--- config.mk ---
export PLATFORM = sky130hd
export DESIGN_NAME = div_arbiter
export DESIGN_NICKNAME = d
export VERILOG_FILES = /design/src/rtl/div_pkg.sv /design/src/rtl/div_core.sv /design/src/rtl/div_arbiter.sv
export SDC_FILE = /design/constraint.sdc
export NUM_CORES = 1
export LEC_CHECK = 0
export CORE_UTILIZATION = 24
export CTS_CLUSTER_SIZE = 14
export DETAILED_ROUTE_END_ITERATION = 10
export MAX_ROUTING_LAYER = met4
export PLACE_DENSITY = 0.47
export SLEW_MARGIN = 40
export SYNTH_ARGS = -nofsm -noshare
export SYNTH_HDL_FRONTEND = slang
export SYNTH_SLANG_ARGS = --single-unit
--- constraint.sdc ---
create_clock -name clk -period 2.55 [get_ports clk]
set_input_delay 0.3825 -clock clk [delete_from_list [all_inputs] [get_ports clk]]
set_output_delay 0.3825 -clock clk [all_outputs]
set_load 0.005 [all_outputs]
--- src/rtl/div_pkg.sv ---
// div_pkg: state encoding, default sizes and the divide-by-zero quotient helper
package div_pkg;
   localparam int DEF_WIDTH = 4;
   localparam int DEF_NREQ = 4;
   localparam int QMAX = 64;
   typedef enum logic [1:0] {IDLE, RUN, RESP} state_t;
   function automatic logic [QMAX-1:0] dbz_quo(input int w);
      dbz_quo = '0;
      for (int i = 0; i < QMAX; i++) if (i < w) dbz_quo[i] = 1'b1;
   endfunction
endpackage

--- src/rtl/div_core.sv ---
// div_core: restoring divider, one quotient bit per cycle MSB first, 2*WIDTH iterations
module div_core import div_pkg::*; #(
   parameter int WIDTH = DEF_WIDTH,
   localparam int W2 = 2 * WIDTH
) (
   input  logic             clk,
   input  logic             rst,
   input  logic             start,
   input  logic [W2-1:0]    dividend,
   input  logic [WIDTH-1:0] divisor,
   output logic             done,
   output logic [W2-1:0]    quo,
   output logic [W2-1:0]    rem
);
   localparam int CW = $clog2(W2 + 1);
   logic [W2-1:0] dq, pr;
   logic [WIDTH-1:0] dvs;
   logic [CW-1:0] cnt;
   logic [W2:0] shifted, diff;
   logic qbit;
   // dq shifts dividend bits out at the top while quotient bits enter at the bottom
   assign shifted = {pr, dq[W2-1]};
   assign diff = shifted - (W2+1)'(dvs);
   assign qbit = shifted >= (W2+1)'(dvs);
   assign quo = {dq[W2-2:0], qbit};
   assign rem = W2'(qbit ? diff : shifted);
   assign done = cnt == CW'(1);
   always_ff @(posedge clk or posedge rst)
      if (rst) begin
         dq <= '0;
         pr <= '0;
         dvs <= '0;
         cnt <= '0;
      end else if (start) begin
         dq <= dividend;
         pr <= '0;
         dvs <= divisor;
         cnt <= CW'(W2);
      end else if (cnt != '0) begin
         dq <= quo;
         pr <= rem;
         cnt <= cnt - CW'(1);
      end
endmodule

--- src/rtl/div_arbiter.sv ---
// div_arbiter: round-robin sharing of one iterative divider among NREQ requesters.
// Define DIV_ARB_FAST_PATH_EN to answer dividend < divisor without running the core.
module div_arbiter import div_pkg::*; #(
   parameter int WIDTH = DEF_WIDTH,
   parameter int NREQ = DEF_NREQ,
   localparam int IDW = $clog2(NREQ),
   localparam int W2 = 2 * WIDTH
) (
   input  logic                  clk,
   input  logic                  rst,
   input  logic [NREQ-1:0]       req_valid,
   output logic [NREQ-1:0]       req_ready,
   input  logic [NREQ*W2-1:0]    req_dividend,
   input  logic [NREQ*WIDTH-1:0] req_divisor,
   output logic                  rsp_valid,
   input  logic                  rsp_ready,
   output logic [IDW-1:0]        rsp_id,
   output logic [W2-1:0]         rsp_quo,
   output logic [W2-1:0]         rsp_rem,
   output logic                  rsp_dbz,
   output logic                  busy
);
   state_t state, nxt;
   logic [IDW-1:0] rr_ptr, gid, idx;
   logic found, grant, start, fast, done, zero;
   logic [W2-1:0] dvd_g, core_quo, core_rem;
   logic [WIDTH-1:0] dvs_g;
   // first valid requester after the last winner, wrapping around
   always_comb begin
      found = 1'b0;
      gid = '0;
      idx = '0;
      for (int i = 1; i <= NREQ; i++) begin
         idx = IDW'((int'(rr_ptr) + i) % NREQ);
         if (!found && req_valid[idx]) begin
            found = 1'b1;
            gid = idx;
         end
      end
   end
   assign grant = state == IDLE && found;
   assign req_ready = grant ? NREQ'(1) << gid : '0;
   assign dvd_g = req_dividend[gid*W2 +: W2];
   assign dvs_g = req_divisor[gid*WIDTH +: WIDTH];
   assign zero = dvs_g == '0;
`ifdef DIV_ARB_FAST_PATH_EN
   assign fast = dvd_g < W2'(dvs_g);
`else
   assign fast = 1'b0;
`endif
   always_ff @(posedge clk or posedge rst)
      if (rst) state <= IDLE;
      else state <= nxt;
   always_comb begin
      nxt = state == IDLE ? (grant ? (zero || fast ? RESP : RUN) : IDLE)
          : state == RUN  ? (done ? RESP : RUN)
          : (rsp_ready ? IDLE : RESP);
      start = grant && !zero && !fast;
   end
   // zero-divisor and fast-path results are final at grant; the core overwrites the rest
   always_ff @(posedge clk or posedge rst)
      if (rst) begin
         rr_ptr <= IDW'(NREQ - 1);
         rsp_id <= '0;
         rsp_quo <= '0;
         rsp_rem <= '0;
         rsp_dbz <= 1'b0;
      end else if (grant) begin
         rr_ptr <= gid;
         rsp_id <= gid;
         rsp_dbz <= zero;
         rsp_quo <= zero ? W2'(dbz_quo(W2)) : '0;
         rsp_rem <= dvd_g;
      end else if (state == RUN && done) begin
         rsp_quo <= core_quo;
         rsp_rem <= core_rem;
      end
   assign rsp_valid = state == RESP;
   assign busy = state != IDLE;
   div_core #(.WIDTH(WIDTH)) u_core (
      .clk(clk),
      .rst(rst),
      .start(start),
      .dividend(dvd_g),
      .divisor(dvs_g),
      .done(done),
      .quo(core_quo),
      .rem(core_rem)
   );
endmodule

==> flow_summary.json <==
{
  "worstPathCellList": "clkdlybuf4s50_1 > nor2_1 > buf_4 > a21oi_2 > nand2_1 > nor2_2 > clkdlybuf4s50_1",
  "die_width_um": 113,
  "clk_pin_slew_ps": 70,
  "vdd_ir_drop_max_v": 0.000638,
  "cts-hold-fix-buffers": 0,
  "max_stage_delay_ps": 520,
  "htree_levels": 2,
  "design_power_total_mw": 5.75,
  "crit_fanout": 4,
  "leakage_nw": 1.90,
  "die_height_um": 113,
  "last_weighted_congestion_value_of_the_routability_driven_placer": 0.816,
  "detail_route.iter0.violations": 186,
  "critPathKind": "primary input to primary output",
  "routed-via-count": 2532,
  "worst-path-buf-inv": 3,
  "place.detailed.hpwl_mm": 6.65,
  "dpl_cell_area_sq_mm": 0.00405,
  "ctsRootBufferMaster": "sky130_fd_sc_hd__clkbuf_16",
  "final_common_cell": "sky130_fd_sc_hd__clkdlybuf4s50_1",
  "met2_usage_pct": 22.2,
  "final_critical_delay_including_setup_and_external_delays_ps": 2470,
  "grt_max_degree": 29,
  "drc_markers": 0,
  "firstDrtPassIters": 4,
  "rows": 40,
  "antenna_cells_inserted": 0,
  "cp_top_family": "buffers and inverters",
  "hold_violations": 0,
  "drv_slew": 0,
  "grt_antenna_before_repair": 0,
  "min_period_over_period_pct": 97.0,
  "postRouteAntennaNets": 0,
  "setup_violations": 0,
  "clock_sink_count": 47,
  "routed_via_density": 4.73,
  "seq_area_frac_synth_pct": 40.1,
  "io_buffers": 79,
  "yosys.cell_types.count": 49,
  "grt.total_usage_pct": 14.3,
  "final_design_area_no_fill_sq_mm": 0.00427,
  "global_route.peak_usage_layer": "met2",
  "gr-usage-met3_pct": 2.95,
  "tritoncts.num_buffers": 5,
  "start_util_pct": 24.6,
  "timing.setup.tns_ps": 0,
  "synthesized_cell_area_sq_mm": 0.00294,
  "critPathSlowestCell": "sky130_fd_sc_hd__clkdlybuf4s50_1",
  "max_cap_viol": 0,
  "insertion_delay_ps": 290,
  "synth_warnings": 0,
  "maxClockFrequency_ghz": 0.404,
  "met1_use_gr_pct": 18.9,
  "synthesis.nets": 350,
  "flow.area_growth_from_synthesis_pct": 45.0,
  "synthesis.instances": 288,
  "cts_tree": "done",
  "maxSlewHeadroom_pct": 65.3,
  "tightestPinTransition_ps": 516,
  "grt_first_pass_wirelength_mm": 13.8,
  "die-area_sq_mm": 0.0127,
  "critPathMostFrequentCell": "sky130_fd_sc_hd__clkdlybuf4s50_1",
  "timing.clock.skew_ps": 7.04,
  "crit_arrival_ps": 2090,
  "clk_path_buf_depth": 2,
  "io_pins": 80,
  "finalNetCount": 449,
  "ys_ff_latch": 47,
  "globalRouteOverflowTotal": 0,
  "worst_setup_path_start_kind": "primary input",
  "endpoint_kind": "primary output",
  "timing.critical_path.required_ps": 2170,
  "core_footprint_sq_mm": 0.0120,
  "cellPowerDensity_mw_per_mm2": 1350,
  "run_status": "finished clean",
  "synth.avg_cell_area_sq_um": 10.2,
  "first_global_vias": 2631,
  "route.detailed.wl_per_inst_um": 16.2,
  "worstHoldPathType": "primary input to asynchronous set/reset pin",
  "wl_mm": 8.64,
  "most_used_cells_in_the_layout_excluding_fill_and_tap_cells": "75 x sky130_fd_sc_hd__clkdlybuf4s50_1, 49 x sky130_fd_sc_hd__mux2i_1, 45 x sky130_fd_sc_hd__dfrtp_1, 34 x sky130_fd_sc_hd__nor2_1, 23 x sky130_fd_sc_hd__buf_4",
  "layout_cells_sized_above_1_pct": 17.5
}
[flip-flops by register name, summed over array words and instances, names as in the netlist]
name	cells
u_core.dq	8
rr_ptr	2
u_core.pr	8
rsp_rem	8
rsp_quo	8
u_core.cnt	4
u_core.dvs	4
rsp_id	2
rsp_dbz	1
state	2
[cell usage after synthesis (all sizes together)]
library cell / n / share of area (%)
o22ai: 12 / 2.6
ha: 6 / 2.6
o31a: 1 / 0.30
xnor2: 1 / 0.30
dfstp: 2 / 1.8
nand3b: 2 / 0.51
and3: 1 / 0.21
nand2b: 5 / 1.1
nor2: 35 / 4.5
o22a: 1 / 0.30
o221ai: 5 / 1.5
nand2: 18 / 2.3
fa: 1 / 0.68
a211oi: 8 / 3.1
or2: 3 / 0.64
nor4: 4 / 0.85
or3: 1 / 0.21
a211o: 1 / 0.30
a221oi: 1 / 0.30
and3b: 1 / 0.30
a22o: 1 / 0.30
a22oi: 2 / 0.51
or3b: 1 / 0.30
xor2: 4 / 1.2
mux2i: 49 / 17
buf: 10 / 3.2
inv: 10 / 1.3
a21oi: 7 / 1.2
clkbuf: 4 / 0.51
nor3: 8 / 1.9
o21ai: 5 / 0.85
o21bai: 2 / 0.51
or4: 1 / 0.26
nor2b: 4 / 0.85
mux2: 12 / 4.6
a21o: 7 / 1.8
o21a: 3 / 0.77
nand3: 1 / 0.17
dfrtp: 45 / 38
o211ai: 1 / 0.26
nor3b: 2 / 0.51
[logic make-up after synthesis]
group | after synthesis | share of synthesized area, %
flip-flops | 47 | 40.1
AND/OR/NAND/NOR | 87 | 14.5
adder cells (fa/ha/maj) | 7 | 3.23
AO/OA/AOI/OAI | 57 | 14.5
multiplexers | 61 | 21.3
buffers and inverters | 24 | 4.97
XOR/XNOR | 5 | 1.49
[per-layer routing]
| metal | wire, um | part of all wire (%) | vias up |
|---|---|---|---|
| met5 | 0 | 0 | - |
| met4 | 116 | 1.3 | 0 |
| met3 | 535 | 6.2 | 9 |
| met2 | 3860 | 45 | 78 |
| met1 | 4130 | 48 | 1209 |
| li1 | - | - | 1236 |
[stage by stage]
stage	hold slack (ps)	worst slack (ps)	utilization, %	std cells
4_1_cts	440	57.8	35.5	533
6_report	415	77.3	35.7	535
3_5_place_dp	461	-109	33.8	524
3_3_place_gp	459	-73.0	33.8	524
2_1_floorplan	458	507	-	288
5_1_grt	465	-6.51	35.7	535
[worst paths after layout]
check / slack, ps / depth (start not counted) / end / from
worst max-delay path: 80 / 7 / req_ready[1] / req_valid[2]
worst min-delay path: 410 / 2 / rsp_quo[5]$_DFFE_PP0P_ / rst
worst max register to register: 150 / 7 / rsp_rem[6]$_DFFE_PP0P_ / u_core.pr[2]$_DFFE_PP0P_
worst min register to register: 470 / 2 / rsp_id[1]$_DFFE_PP0N_ / rsp_id[1]$_DFFE_PP0N_
max in group asynchronous: 1550 / 3 / rr_ptr[1]$_DFFE_PP1N_ / rst
min in group clk: 470 / 2 / rsp_id[1]$_DFFE_PP0N_ / rsp_id[1]$_DFFE_PP0N_
[area by class of cell]
cell class                 instances  area, sq um
clock buffer                       5          125
sequential                        47         1180
clock inverter                     3         47.5
fill                            1219         7690
inverter                          10         37.5
multi-input combinational        217         1660
tap                              147          184
timing repair buffer             106         1040
[power by group]
group	switching [mW]	leakage, nW	total, mW	internal [mW]
registers	0.308	0.556	1.47	1.16
logic	1.69	1.26	3.51	1.83
clock network	0.299	0.0844	0.767	0.468
[what timing repair did]
item | in CTS | in global routing
setup endpoints to repair | 4 | 1
gates resized for setup | 10 | 2
pin swaps | 0 | 2
setup buffers | 1 | 2
(Power assumes the default switching activity.)
